### src/rtl/viterbi_depuncturer.sv
// Rebuilds rate-1/2 (A,B) pairs from a punctured 802.11a bit stream, marks
// punctured positions as erasures and buffers pairs in a small FWFT FIFO.
module viterbi_depuncturer #(
  parameter int DEPTH = 8,
  parameter int LVL_W = 4
) (
  input  logic             clock,
  input  logic             reset,
  input  logic [1:0]       mode,
  input  logic             sync,
  input  logic             data_in,
  input  logic             inputValid,
  output logic [1:0]       data_out,
  output logic [1:0]       erase_out,
  output logic             outputValid,
  input  logic             outputReady,
  output logic [LVL_W-1:0] fifo_level,
  output logic             overflow
);

  // state | meaning
  // PH0   | period start: latch mode, hold A
  // PH1   | complete first (A,B) pair
  // PH2   | r2/3, r3/4: A-only pair (B punctured)
  // PH3   | r3/4: B-only pair (A punctured)
  typedef enum logic [1:0] {PH0, PH1, PH2, PH3} phase_e;

  localparam int PTR_W = $clog2(DEPTH);

  phase_e     phase_q, phase_d, cur_phase;
  logic       a_q, a_d;
  logic [1:0] mode_q, mode_d, cur_mode;
  logic       is_r34, is_r23;
  logic       push;
  logic [1:0] push_data, push_erase;

  always_ff @(posedge clock) begin
    if (!reset) begin
      phase_q <= PH0;
      a_q     <= 1'b0;
      mode_q  <= 2'd0;
    end else begin
      phase_q <= phase_d;
      a_q     <= a_d;
      mode_q  <= mode_d;
    end
  end

  always_comb begin
    phase_d    = phase_q;
    a_d        = a_q;
    mode_d     = mode_q;
    push       = 1'b0;
    push_data  = 2'b00;
    push_erase = 2'b00;
    // A sync forces the current bit to be treated as the start of a period.
    cur_phase  = sync ? PH0 : phase_q;
    cur_mode   = (cur_phase == PH0) ? mode : mode_q;
    is_r34     = (cur_mode == 2'd1);
    is_r23     = (cur_mode == 2'd2);
    if (inputValid) begin
      case (cur_phase)
        PH0: begin
          mode_d  = mode;
          a_d     = data_in;
          phase_d = PH1;
        end
        PH1: begin
          push      = 1'b1;
          push_data = {data_in, a_q};
          phase_d   = (is_r34 || is_r23) ? PH2 : PH0;
        end
        PH2: begin
          push       = 1'b1;
          push_data  = {1'b0, data_in};
          push_erase = 2'b10;
          phase_d    = is_r34 ? PH3 : PH0;
        end
        PH3: begin
          push       = 1'b1;
          push_data  = {data_in, 1'b0};
          push_erase = 2'b01;
          phase_d    = PH0;
        end
      endcase
    end else if (sync) begin
      phase_d = PH0;
      a_d     = 1'b0;
    end
  end

  logic [3:0]       mem_q [DEPTH];
  logic [PTR_W-1:0] wr_ptr_q, wr_ptr_d, rd_ptr_q, rd_ptr_d;
  logic [LVL_W-1:0] count_q, count_d;
  logic             ovf_q, ovf_d;
  logic             fifo_empty, fifo_full, pop, wr_en;
  logic [3:0]       head;

  assign fifo_empty = (count_q == '0);
  assign fifo_full  = (count_q == LVL_W'(DEPTH));
  assign pop        = !fifo_empty && outputReady;
  // A pop in the same cycle frees the slot, so a push at full still lands.
  assign wr_en      = push && (!fifo_full || pop);

  always_comb begin
    wr_ptr_d = wr_ptr_q;
    rd_ptr_d = rd_ptr_q;
    count_d  = count_q;
    ovf_d    = ovf_q;
    if (wr_en) wr_ptr_d = wr_ptr_q + PTR_W'(1);
    if (pop)   rd_ptr_d = rd_ptr_q + PTR_W'(1);
    if (wr_en && !pop)      count_d = count_q + LVL_W'(1);
    else if (!wr_en && pop) count_d = count_q - LVL_W'(1);
    if (push && !wr_en) ovf_d = 1'b1;
  end

  always_ff @(posedge clock) begin
    if (!reset) begin
      wr_ptr_q <= '0;
      rd_ptr_q <= '0;
      count_q  <= '0;
      ovf_q    <= 1'b0;
    end else begin
      wr_ptr_q <= wr_ptr_d;
      rd_ptr_q <= rd_ptr_d;
      count_q  <= count_d;
      ovf_q    <= ovf_d;
    end
  end

  always_ff @(posedge clock) begin
    if (reset && wr_en) mem_q[wr_ptr_q] <= {push_erase, push_data};
  end

  assign head        = mem_q[rd_ptr_q];
  assign outputValid = !fifo_empty;
  assign data_out    = fifo_empty ? 2'b00 : head[1:0];
  assign erase_out   = fifo_empty ? 2'b00 : head[3:2];
  assign fifo_level  = count_q;
  assign overflow    = ovf_q;

endmodule

### config.mk
export PLATFORM = sky130hd
export DESIGN_NAME = viterbi_depuncturer
export DESIGN_NICKNAME = d
export VERILOG_FILES = /design/src/rtl/viterbi_depuncturer.sv
export SDC_FILE = /design/constraint.sdc
export NUM_CORES = 1
export LEC_CHECK = 0
export BUFFER_PORTS_ARGS = -buffer_cell sky130_fd_sc_hd__buf_2
export CAP_MARGIN = 20
export CORE_ASPECT_RATIO = 1.75
export CORE_MARGIN = 2
export CORE_UTILIZATION = 60
export CTS_BUF_LIST = sky130_fd_sc_hd__clkbuf_8
export CTS_CLUSTER_DIAMETER = 150
export DETAILED_ROUTE_END_ITERATION = 8
export GPL_TIMING_DRIVEN = 0
export PLACE_DENSITY = 0.83
export SYNTH_ARGS = -nofsm -noshare
export SYNTH_HDL_FRONTEND = slang
export SYNTH_SLANG_ARGS = --single-unit
export TNS_END_PERCENT = 100
### constraint.sdc
create_clock -name clock -period 2.81 [get_ports clock]
set_input_delay 0.7025 -clock clock [delete_from_list [all_inputs] [get_ports clock]]
set_output_delay 0.7025 -clock clock [all_outputs]
set_load 0.05 [all_outputs]
## Word level (Yosys, flattened, before mapping)

Memory sizes are Yosys's and may differ from the RTL's. A register that Yosys moved wholly into a read port is not among the register bits.
Index checks and enable logic that the tools add are counted.

- Register bits after elaboration: 16
- Input port bits: 8
- Bits in writable memories: 32
- Memories kept: 1

Memories:

| memory | depth | bits a word | read ports | clocked after memory_dff | wr ports | line | source |
|---|---|---|---|---|---|---|---|
| mem_q | 8 | 4 | 1 | 1 | 1 | 92 | `logic [3:0] mem_q [DEPTH];` |

- Reduce and logical (&&, ||, !) cells: 18
- Multiplexer cells: 23
- Equality and inequality tests: 7
- $add $sub $neg: 4

Operators with widths:

| kind | count |
|---|---|
| $mux 2 | 9 |
| $mux 4 | 2 |
| $pmux 2 s4 | 1 |
| $mux 1 | 7 |
| $add 3x1->3 const B | 2 |
| $eq 2x2->1 const B | 3 |
| $logic_and 1x1->1 | 6 |
| $mux 3 | 2 |
| $pmux 2 s3 | 1 |
| $add 4x1->4 const B | 1 |
| $eq 2x1->1 const B | 2 |
| $eq 4x4->1 const B | 1 |
| $logic_not 1->1 | 4 |
| $logic_not 4->1 | 1 |
| $pmux 2 s2 | 1 |
| $reduce_bool 2->1 | 2 |
| $sub 4x1->4 const B | 1 |
| $reduce_or 3->1 | 1 |
| $logic_not 2->1 | 1 |
| $logic_or 1x1->1 | 2 |
| $ne 2x1->1 const B | 1 |
| $reduce_and 2->1 | 1 |

## Logic depth before layout (Yosys ltp)

Gate-level depths: netlist of the first run.

- Word-level depth: 10
- Gate-level depth with buffers: 12
- Depth with buffers taken out: 11

## Worst setup path before layout of the first run

Ideal clock, no wire load.

- Path type: register -> register
- From: register count_q[0] (netlist: fifo_level[0])
- To: register count_q[3] (netlist: fifo_level[3])
- Cell stages (with the launch flop): 11
- Setup slack: 0.298 ns
- Arrival time: 2.441 ns
- Buffers on the path: 0
- Cells stage by stage: dfxtp_1 -> nor4_4 -> inv_2 -> nand2_4 -> ha_1 -> inv_1 -> ha_1 -> a21oi_1 -> a211oi_1 -> a31oi_1 -> mux2i_1

- Longest elaborated chain between the ends: 8

Ends and longest elaborated chain:

| element | line | source |
|---|---|---|
| start: declaration | 94 | `logic [LVL_W-1:0] count_q, count_d;` |
| start signal: assignment | 126 | `count_q <= count_d;` |
| $logic_not 4->1 (*) | 99 | `assign fifo_empty = (count_q == '0);` |
| $logic_not 1->1 (*) | -- |  |
| named net outputValid | 15 | `output logic outputValid,` |
| $logic_and 1x1->1 (*) | 101 | `assign pop = !fifo_empty && outputReady;` |
| $logic_or 1x1->1 | 103 | `assign wr_en = push && (!fifo_full \|\| pop);` |
| $logic_and 1x1->1 | 103 |  |
| $logic_not 1->1 | 113 | `else if (!wr_en && pop) count_d = count_q - LVL_W'(1);` |
| $logic_and 1x1->1 | 113 |  |
| $reduce_bool 2->1 (no source line) | -- |  |

The timed path passes the listed nets; every way through them passes the cells marked *. The select of a mux whose other input is x is not followed.
A chain may end at the register's enable or synchronous reset.

==> results of run 1 <==
synthesized netlist by cell type (3+ instances only):
master,count
a21oi_1,5
dfxtp_1,19
nand2_1,13
edfxtp_1,32
nand3_1,7
mux4_2,8
xnor2_1,4
mux2i_1,9
and2_1,6
buf_2,4
a21boi_0,3
nand2b_1,4
nor3_1,6
inv_1,3
clkbuf_1,5
nor4_1,3
nor2_1,9
nor2b_1,5
ha_1,6
registers in the layout, summed over array words and instances (netlist names), named ones only:
signal      flops
fifo_level      4
a_q             1
rd_ptr_q        3
mem_q          32
overflow        1
mode_q          2
phase_q         2
wr_ptr_q        3
layer usage:
| layer | vias to the layer above | wire length [um] |
|---|---|---|
| li1 | 683 | - |
| met3 | 8 | 102 |
| met2 | 24 | 2279 |
| met1 | 676 | 1409 |
| met4 | 0 | 93 |
| met5 | - | 0 |
how the worst max path moves through the flow:
stage / start / end / slack, ps / cells past startpoint
final: flop / data_out[1] / 240 / 5
after global routing: sync / fifo_level[3]$_SDFFE_PN0P_ / 80 / 12
after CTS: flop / data_out[1] / 220 / 5
after detailed placement: sync / fifo_level[3]$_SDFFE_PN0P_ / -20 / 12
after global placement: sync / fifo_level[3]$_SDFFE_PN0P_ / 90 / 12
after floorplan: fifo_level[0]$_SDFFE_PN0P_ / fifo_level[3]$_SDFFE_PN0P_ / 300 / 10
per-stage QoR:
step	instance area (um2)	TNS [ps]
after floorplan	2277	0
after global placement	2415	0
after detailed placement	2415	-18.13
after CTS	2525	0
after global routing	2525	0
final	2525	0
layout by cell type, fill, tap and decap left out, drive strengths merged, types with 2 or more instances in the layout:
master,synthesis,final
edfxtp,32,32
buf,4,20
dfxtp,19,19
nand2,14,14
clkbuf,5,10
nor2,9,9
mux2i,9,9
mux4,8,8
nand3,7,7
nor3,6,6
and2,6,6
ha,6,6
inv,5,6
a21oi,5,5
nor2b,5,5
nand2b,4,4
xnor2,4,4
nor4,4,4
a21boi,3,3
mux2,2,2
nand3b,2,2
and3,2,2
o21ai,2,2
nor3b,2,2
critical path: cells and delay by family, from the launching register on:
kind	cells	cell delay (ps)
flops	1	310
simple gates	1	60
buf+inv	2	480
mux	2	720
cell type report:
type	count	area share, %
Buffer	9	1.536
Clock buffer	5	2.725
Clock inverter	3	1.635
Inverter	5	0.7433
Multi-Input combinational cell	108	34.79
Sequential cell	51	53.12
Tap cell	46	2.279
Timing Repair Buffer	16	3.171
power by group:
part	internal (mW)	switching, mW	leakage [nW]	total, mW
sequential	0.828	0.0514	0.447	0.879
clock	0.262	0.229	0.0556	0.491
combinational	0.239	0.439	0.420	0.678
cell families after synthesis:
kind of cell,share of synthesized area (%)
adders and majority gates,4.176
muxes,12.86
DFF,58.90
and+or+nand+nor,15.16
AOI/OAI and AO/OA,4.451
buffers and inverters,2.528
xor gates and xnor gates,1.923
==> impl_summary.log, run 1 <==
INFO  metric h-tree-depth = 2
INFO  metric crit_path_end_kind = output pin
INFO  metric fillerInstances = 275
INFO  metric fin_skew = 6.588 ps
INFO  metric postLayoutCoreUtil = 69.59%
INFO  metric cts.sinks = 51
INFO  metric slew_violations = 0
INFO  metric final_hold_viol_count = 0
INFO  metric worst_hold_path_type = reg2reg
INFO  metric num_vias = 1391
INFO  metric fin_nets = 211
INFO  metric netlist_top_cells_area = edfxtp_1 42%, dfxtp_1 17%, mux4_2 7.9%
INFO  metric total_power = 2.048 mW
INFO  metric maxCapViolCount = 0
INFO  metric insertedDiodeCount = 0
INFO  metric number_of_cells_on_the_worst_hold_path = 2
INFO  metric multi_input_comb_area = 878.3 um2
INFO  metric worst-slew-pin-transition = 808.6 ps
INFO  metric worst_hold_startpoint = mode_q[0]$_SDFFE_PN0P_
INFO  metric detail_route.vias_per_cell = 5.724
INFO  metric final_cells = 243
INFO  metric post-cts-setup-buffer-count = 0
INFO  metric globalRouteTotalUtil = 20.66%
INFO  metric status = finished clean
INFO  metric timing.max_slew.rel_slack = 45.60%
INFO  metric cp_data_required_time = 2110 ps
INFO  metric vdd_drop_max = 0.7087 mV
INFO  metric critical_path.startpoint_type = flop
INFO  metric globalplace.congestion = 0.8002
INFO  metric timing.final.crit_period = 2574 ps
INFO  metric dp.cells = 235
INFO  metric power.density = 810.9 nW/um2
INFO  metric dieHeight = 85.50 um
INFO  metric worst_setup_hold_path_clk_slew = 80 ps
INFO  metric ys_async_sr_fraction = 0%
INFO  metric critical_path.max_stage_delay = 560 ps
INFO  metric path_class = reg2out
INFO  metric globalRoute.busiestLayer = met2
INFO  metric syn_to_final_growth = 10.88%
INFO  metric fin_crit_sh = 91.61%
INFO  metric dieArea = 4323 um2
INFO  metric via_count_of_the_first_global_routing_pass = 1408
INFO  metric r2r_end = fifo_level[3]$_SDFFE_PN0P_
INFO  metric grt.met2_usage = 39.23%
INFO  metric number_of_register_bits_inferred_by_synthesis = 51
INFO  metric detailedRoute.firstPassIterationCount = 4
INFO  metric ioPinCount = 18
INFO  metric min_to = mode_q[0]$_SDFFE_PN0P_
INFO  metric drt_iter0_markers = 27
INFO  metric synth_sequential_area_ratio = 58.90%
INFO  metric ratio_of_cells_with_drive_above_1_in_the_final_layout = 21.83%
INFO  metric synth_enable_flop_cells = 32
INFO  metric drt_drc_violations_left = 0
INFO  metric power_leakage = 0.9223 nW
INFO  metric grt_pass1_wl = 6492 um
INFO  metric grt_max_degree = 17
INFO  metric seq_area = 1341 um2
INFO  metric synthDominantCellAreaShare = 42.20%
INFO  metric routed_wire_length_per_instance = 15.98 um
INFO  metric syn-num-nets = 188
INFO  metric r2r_start = fifo_level[0]$_SDFFE_PN0P_
INFO  metric final_antenna_net_count = 0
INFO  metric synth_cell_type_count = 35
INFO  metric post_cts_resize_count = 0
INFO  metric place_ws = -18.13 ps
INFO  metric floorplan.initialDensity = 62.76%
INFO  metric hold_buffers = 0
INFO  metric ys_warn_count = 0
INFO  metric finalWirelength = 3884 um
INFO  metric port_buffers = 16
INFO  metric overflow_left_after_global_routing = 0
INFO  metric r2r_depth = 11
INFO  metric clock_path_buffers = 2
INFO  metric grt.met3_usage = 4.181%
INFO  metric synthFlopType = edfxtp_1
INFO  metric post-route-worst-setup-slack = 235.8 ps
INFO  metric cp_common_cell = buf_2
INFO  metric crit_fanout = 8
INFO  metric worst_path_max_delay_cell = mux4_2
INFO  metric antenna_found_initial = 0
INFO  metric arrival = 1870 ps
INFO  metric post-synth-top-area-cell = edfxtp_1
INFO  metric cts_buffers = 5
INFO  metric syn_inst_count = 173
INFO  metric synthesis.area_per_instance = 13.16 um2
INFO  metric grt_setup_unrepaired = false
INFO  metric met1_usage = 21.21%
INFO  metric cts.root.buffer_cell = clkbuf_8
INFO  metric dp.final_hpwl = 2989 um
INFO  metric hold-worst-slack = 466.5 ps
INFO  metric placementRows = 29
INFO  metric fp.dieW = 50.57 um
INFO  metric cts_tree = done
INFO  metric register_to_register_path_setup_slack = 290 ps
INFO  metric timing.final.setup_violations = 0
INFO  metric synth_area = 2277 um2
INFO  metric max_freq = 388.5 MHz
INFO  metric clk-insertion-delay-late = 310 ps
INFO  metric core_area = 3628 um2
INFO  metric crit_chain = buf_2 > mux4_2 > mux2i_1 > nor2_1 > buf_2
No activity file was read; power rests on OpenSTA's default activity.
==> run 2, diff against run 1 <==
--- a/config.mk
+++ b/config.mk
@@ -7,14 +7,17 @@
 export LEC_CHECK = 0
 export BUFFER_PORTS_ARGS = -buffer_cell sky130_fd_sc_hd__buf_2
 export CAP_MARGIN = 20
+export CELL_PAD_IN_SITES_DETAIL_PLACEMENT = 1
+export CELL_PAD_IN_SITES_GLOBAL_PLACEMENT = 2
 export CORE_ASPECT_RATIO = 1.75
 export CORE_MARGIN = 2
-export CORE_UTILIZATION = 60
+export CORE_UTILIZATION = 43
 export CTS_BUF_LIST = sky130_fd_sc_hd__clkbuf_8
 export CTS_CLUSTER_DIAMETER = 150
 export DETAILED_ROUTE_END_ITERATION = 8
 export GPL_TIMING_DRIVEN = 0
-export PLACE_DENSITY = 0.83
+export PLACE_DENSITY = 0.84
+export RECOVER_POWER = 25
 export SYNTH_ARGS = -nofsm -noshare
 export SYNTH_HDL_FRONTEND = slang
 export SYNTH_SLANG_ARGS = --single-unit
==> impl_summary.log, run 2 (synthesis gave the netlist of run 1 again) <==
INFO  metric status = finished clean
INFO  metric worst_setup_hold_path_clk_slew = 90 ps (about the same)
INFO  metric globalRouteTotalUtil = 16.64% (-4.0 points)
INFO  metric globalplace.congestion = 0.7502 (-6.2%)
INFO  metric fp.dieW = 59.01 um (+17%)
INFO  metric dp.final_hpwl = 3590 um (+20%)
INFO  metric sequentialPowerShare = 42.8% (about the same)
INFO  metric cts_tree = done
INFO  metric placementRows = 35 (+21%)
INFO  metric combinationalPowerShare = 32.9% (-0.2 points)
INFO  metric critical_path.startpoint_type = input pin
INFO  metric finalWirelength = 4498 um (+16%)
INFO  metric max_freq = 384.2 MHz (-1.1%)
INFO  metric top_register = mem_q
INFO  metric detail_route.vias_per_cell = 5.492 (-4.1%)
INFO  metric detailedRoute.firstPassIterationCount = 4 (unchanged)
INFO  metric overflow_left_after_global_routing = 0 (unchanged)
INFO  metric path_class = in2reg
INFO  metric power.density = 814.2 nW/um2 (+0.40%)
INFO  metric clk-insertion-delay-late = 290 ps (-20 ps)
INFO  metric num_vias = 1384 (-0.50%)
INFO  metric h-tree-depth = 2 (unchanged)
INFO  metric crit_path_end_kind = flop
INFO  metric drt_drc_violations_left = 0 (unchanged)
INFO  metric drt_iter0_markers = 16 (-41%)
INFO  metric post-cts-setup-buffer-count = 0 (unchanged)
INFO  metric final_cell_mix = 32 x edfxtp_1, 19 x buf_2, 19 x dfxtp_1
INFO  metric ioPinCount = 18 (unchanged)
INFO  metric dieArea = 5917 um2 (+37%)
INFO  metric post_cts_resize_count = 0 (unchanged)
INFO  metric largest_register_ffs = 32 (unchanged)
INFO  metric timing.max_slew.rel_slack = 30.53% (-15 points)
INFO  metric final_antenna_net_count = 0 (unchanged)
INFO  metric timing.setup.tns = 0 ps (unchanged)
INFO  metric cp.buffers_inverters = 3 (+1)
INFO  metric clock_path_buffers = 2 (unchanged)
INFO  metric grt_max_degree = 17 (unchanged)
INFO  metric syn_to_final_growth = 10.93% (about the same)
INFO  metric antenna_found_initial = 0 (unchanged)
INFO  metric slew_violations = 0 (unchanged)
INFO  metric cts_buffers = 5 (unchanged)
INFO  metric multi_input_comb_area = 867.1 um2 (-1.3%)
INFO  metric power_leakage = 0.9192 nW (-0.34%)
INFO  metric cp_data_required_time = 3040 ps (+930 ps)
INFO  metric insertedDiodeCount = 0 (unchanged)
INFO  metric internal_power = 1.327 mW (-0.16%)
INFO  metric cp_common_cell = ha_1
INFO  metric via_count_of_the_first_global_routing_pass = 1496 (+6.3%)
INFO  metric hold_buffers = 0 (unchanged)
INFO  metric port_buffers = 16 (unchanged)
INFO  metric fin_crit_sh = 92.63% (+1.0 points)
INFO  metric worst_hold_path_type = reg2reg
INFO  metric post_dp_cell_area = 2426 um2 (+0.47%)
INFO  metric maxCapViolCount = 0 (unchanged)
INFO  metric finish.instance_area = 2526 um2 (about the same)
INFO  metric final_hold_viol_count = 0 (unchanged)
INFO  metric dieHeight = 100.3 um (+17%)
INFO  metric worst_path_dominant_cell_family = adder cells
INFO  metric clock_power_share = 24.2% (+0.2 points)
INFO  metric seq_area = 1341 um2 (unchanged)
INFO  metric cts.root.buffer_cell = clkbuf_8
INFO  metric ratio_of_cells_with_drive_above_1_in_the_final_layout = 20.81% (-1.0 points)
INFO  metric vdd_drop_max = 0.5975 mV (-16%)
INFO  metric fin_nets = 211 (unchanged)
INFO  metric routed_wire_length_per_instance = 17.85 um (+12%)
INFO  metric mostFrequentLayoutCell = edfxtp_1
INFO  metric fin_skew = 3.490 ps (-3.097 ps)
INFO  metric floorplan.initialDensity = 44.07% (-19 points)
INFO  metric core_area = 5167 um2 (+42%)
INFO  metric timing.final.crit_period = 2603 ps (+28.71 ps)
INFO  metric timing.final.setup_violations = 0 (unchanged)
INFO  metric grt_setup_unrepaired = false
INFO  metric worst_path_max_delay_cell = ha_1
INFO  metric arrival = 2830 ps (+960 ps)
INFO  metric postLayoutCoreUtil = 48.89% (-21 points)
INFO  metric cts.sinks = 51 (unchanged)
INFO  metric netSwitchingPower = 0.7299 mW (+1.6%)
INFO  metric grt_pass1_wl = 7176 um (+11%)
INFO  metric crit_chain = buf_2 > nand2b_1 > nor2_1 > nand2_1 > inv_2 > ha_1 > inv_1 > ha_1 > a21oi_1 > a211oi_1 > a31oi_1 > mux2i_1
INFO  metric critical_path.max_stage_delay = 330 ps (-230 ps)
INFO  metric crit_fanout = 6 (-2)
INFO  metric netSwitchingFraction = 35.49% (+0.39 points)
INFO  metric worst-slew-pin-transition = 1033 ps (+224.0 ps)
INFO  metric hold-worst-slack = 470.6 ps (+4.186 ps)
INFO  metric fillerInstances = 551 (+100%)
==> run 2: changes by cell type in the layout (fill, tap and decap cells not counted), sizes merged <==
cell      before  now
buf           20   19
clkbuf        10   11
clkinv         0    2
clkinvlp       1    0
inv            6    5
==> run 2: final timing paths <==
kind | startpoint | depth (start not counted) | endpoint | slack, ps
worst min register to register | mode_q[0]$_SDFFE_PN0P_ | 2 | mode_q[0]$_SDFFE_PN0P_ | 470
worst max-delay path | sync | 12 | fifo_level[3]$_SDFFE_PN0P_ | 210
worst min-delay path | mode_q[0]$_SDFFE_PN0P_ | 2 | mode_q[0]$_SDFFE_PN0P_ | 470
worst max register to register | fifo_level[0]$_SDFFE_PN0P_ | 10 | fifo_level[3]$_SDFFE_PN0P_ | 230
==> run 2: power by group through the flow <==
stage	clock [mW]	combinational (mW)	sequential [mW]
floorplan	0	0.483	0.955
global placement	0	0.672	0.895
detailed placement	0	0.698	0.900
CTS	0.514	0.699	0.883
global route	0.547	0.733	0.887
finish	0.498	0.678	0.881
==> run 2: per-stage QoR <==
step                worst slack [ps]  cells  power [mW]
floorplan                      297.7    173       1.437
global placement               57.76    244       1.567
detailed placement            -85.62    244       1.598
CTS                            181.0    252       2.096
global route                   33.22    252       2.166
finish                         207.1    252       2.057
==> run 2: layer usage <==
layer / routed length [um] / up-vias / track usage, %
li1: - / 677 / -
met1: 1603 / 677 / 16.09
met2: 2692 / 21 / 32.65
met3: 74 / 9 / 2.320
met4: 127 / 0 / 7.517
met5: 0 / - / 0
==> run 2: area by class of cell <==
class / instances / share of cell area [%]
Sequential cell: 51 / 53.10
Tap cell: 55 / 2.724
Inverter: 5 / 0.7429
Clock buffer: 5 / 2.724
Clock inverter: 3 / 1.734
Timing Repair Buffer: 16 / 3.120
Multi-Input combinational cell: 108 / 34.32
Buffer: 9 / 1.535
==> run 2: worst min-delay path, stage by stage, from the launching register on <==
cell and delay (ps):
dfxtp_1 320, nand2_1 50, a21boi_0 60
==> run 3, diff against run 2 <==
--- a/config.mk
+++ b/config.mk
@@ -15,7 +15,6 @@
 export CTS_BUF_LIST = sky130_fd_sc_hd__clkbuf_8
 export CTS_CLUSTER_DIAMETER = 150
 export DETAILED_ROUTE_END_ITERATION = 8
-export GPL_TIMING_DRIVEN = 0
 export PLACE_DENSITY = 0.84
 export RECOVER_POWER = 25
 export SYNTH_ARGS = -nofsm -noshare
==> impl_summary.log, run 3 (synthesis gave the netlist of run 1 again) <==
INFO  metric h-tree-depth = 2 (unchanged)
INFO  metric worst-slew-pin-transition = 609.5 ps (-423.0 ps)
INFO  metric finalWirelength = 4205 um (-6.5%)
INFO  metric fin_skew = 8.455 ps (+4.965 ps)
INFO  metric fp.dieW = 59.01 um (unchanged)
INFO  metric dieArea = 5917 um2 (unchanged)
INFO  metric worst_path_max_delay_cell = mux4_2
INFO  metric grt_pass1_wl = 6955 um (-3.1%)
INFO  metric worst_setup_hold_path_clk_slew = 90 ps (about the same)
INFO  metric insertedDiodeCount = 0 (unchanged)
INFO  metric timing.setup.tns = 0 ps (unchanged)
INFO  metric r2r_start = fifo_level[3]$_SDFFE_PN0P_
INFO  metric grt_setup_unrepaired = false
INFO  metric path_depth = 4 (-8)
INFO  metric place_ws = 110.6 ps (+196.2 ps)
INFO  metric floorplan.initialDensity = 44.07% (unchanged)
INFO  metric maxCapViolCount = 0 (unchanged)
INFO  metric worst_hold_path_type = reg2reg
INFO  metric clk-insertion-delay-late = 300 ps (about the same)
INFO  metric cts_tree = done
INFO  metric ratio_of_cells_with_drive_above_1_in_the_final_layout = 23.47% (+2.7 points)
INFO  metric final_hold_viol_count = 0 (unchanged)
INFO  metric grt_max_degree = 24 (+7)
INFO  metric detail_route.vias_per_cell = 5.418 (-1.3%)
INFO  metric register_to_register_path_setup_slack = 350 ps (+120 ps)
INFO  metric via_count_of_the_first_global_routing_pass = 1421 (-5.0%)
INFO  metric path_class = reg2out
INFO  metric crit_fanout = 8 (+2)
INFO  metric overflow_left_after_global_routing = 0 (unchanged)
INFO  metric post_cts_resize_count = 0 (unchanged)
INFO  metric top_register = mem_q
INFO  metric post-cts-setup-buffer-count = 0 (unchanged)
INFO  metric crit_chain = mux4_2 > mux2i_1 > nor2_1 > buf_2
INFO  metric slew_violations = 0 (unchanged)
INFO  metric detailedRoute.firstPassIterationCount = 4 (unchanged)
INFO  metric final_cell_mix = 32 x edfxtp_1, 18 x dfxtp_1, 17 x buf_2
INFO  metric power.density = 782.5 nW/um2 (-3.9%)
INFO  metric number_of_cells_on_the_worst_hold_path = 2 (unchanged)
INFO  metric post-route-worst-setup-slack = 295.7 ps (+88.62 ps)
INFO  metric r2r_depth = 10 (unchanged)
INFO  metric cts.sinks = 51 (unchanged)
INFO  metric timing.max_slew.rel_slack = 59.05% (+29 points)
INFO  metric syn_to_final_growth = 10.99% (about the same)
INFO  metric mostFrequentLayoutCell = edfxtp_1
INFO  metric routed_wire_length_per_instance = 16.75 um (-6.1%)
INFO  metric total_power = 1.978 mW (-3.8%)
INFO  metric globalRouteTotalUtil = 16.05% (-0.59 points)
INFO  metric fin_crit_sh = 89.48% (-3.2 points)
INFO  metric antenna_found_initial = 0 (unchanged)
INFO  metric cp.buffers_inverters = 1 (-2)
INFO  metric final_antenna_net_count = 0 (unchanged)
INFO  metric globalplace.congestion = 0.7324 (-2.4%)
INFO  metric port_buffers = 17 (+1)
INFO  metric vdd_drop_max = 0.5492 mV (-8.1%)
INFO  metric ioPinCount = 18 (unchanged)
INFO  metric fillerInstances = 555 (+0.73%)
INFO  metric drt_drc_violations_left = 0 (unchanged)
INFO  metric dp.final_hpwl = 3285 um (-8.5%)
INFO  metric timing.final.crit_period = 2514 ps (-88.62 ps)
INFO  metric fin_nets = 210 (-0.47%)
INFO  metric hold_buffers = 0 (unchanged)
INFO  metric clock_path_buffers = 2 (unchanged)
INFO  metric drt_iter0_markers = 25 (+9)
INFO  metric cp_data_required_time = 2110 ps (-930 ps)
INFO  metric worst_hold_startpoint = mode_q[0]$_SDFFE_PN0P_
INFO  metric largest_register_ffs = 32 (unchanged)
INFO  metric arrival = 1810 ps (-1020 ps)
INFO  metric core_area = 5167 um2 (unchanged)
INFO  metric cts_buffers = 5 (unchanged)
INFO  metric critical_path.max_stage_delay = 590 ps (+260 ps)
INFO  metric status = finished clean
INFO  metric critical_path.startpoint_type = flop
INFO  metric power_leakage = 0.9236 nW (+0.49%)
INFO  metric crit_path_end_kind = output pin
INFO  metric worst_path_dominant_cell_family = multiplexers
INFO  metric cts.root.buffer_cell = clkbuf_8
INFO  metric timing.final.setup_violations = 0 (unchanged)
INFO  metric max_freq = 397.7 MHz (+3.5%)
INFO  metric dieHeight = 100.3 um (unchanged)
INFO  metric num_vias = 1360 (-1.7%)
INFO  metric placementRows = 35 (unchanged)
[run 3: path summary, 6_finish.rpt]
path / to
max: erase_out[0]
min: mode_q[0]$_SDFFE_PN0P_
max reg2reg: fifo_level[3]$_SDFFE_PN0P_
min reg2reg: mode_q[0]$_SDFFE_PN0P_
[run 3: metrics by stage]
| step | hold WS [ps] | utilization [%] | cell area [um2] | std cells |
|---|---|---|---|---|
| 2_1_floorplan | 441.0 | - | 2277 | 173 |
| 3_3_place_gp | 448.5 | 47.31 | 2445 | 243 |
| 3_5_place_dp | 465.5 | 47.31 | 2445 | 243 |
| 4_1_cts | 487.1 | 49.03 | 2534 | 251 |
| 5_1_grt | 506.8 | 48.91 | 2527 | 251 |
| 6_report | 479.5 | 48.91 | 2527 | 251 |
[run 3: area by class of cell]
cell class              instances  area (um2)  share of cell area [%]
flip-flops and latches         51        1343                   53.12
multi-input cells             108       874.6                   34.60
repair buffers                 24       133.9                   5.297
clock buffers                   5       68.82                   2.723
well taps                      55       68.82                   2.723
clock inverters                 3       20.02                  0.7921
inverters                       5       18.77                  0.7426
[run 3: worst register-to-register path, cell delays in order (launching register included)]
cell and delay, ps:
dfxtp_1 390, nor4_4 480, inv_2 130, nand2_4 110, ha_1 170, inv_1 90
ha_1 330, a21oi_1 200, a211oi_1 100, a31oi_1 190, mux2i_1 190
[run 3: where the power goes]
group	switching, mW	internal, mW
combinational	0.416	0.235
sequential	0.0819	0.829
clock	0.242	0.174
total	0.740	1.24
[run 3: per-layer routing]
metal	global-route usage (%)	routed length, um	vias to the layer above	part of all wire, %
met5	0	0	-	0
met4	6.818	70	0	1.7
met3	2.448	84	7	2.0
met2	30.43	2490	18	59
met1	16.65	1559	659	37
li1	-	-	676	-
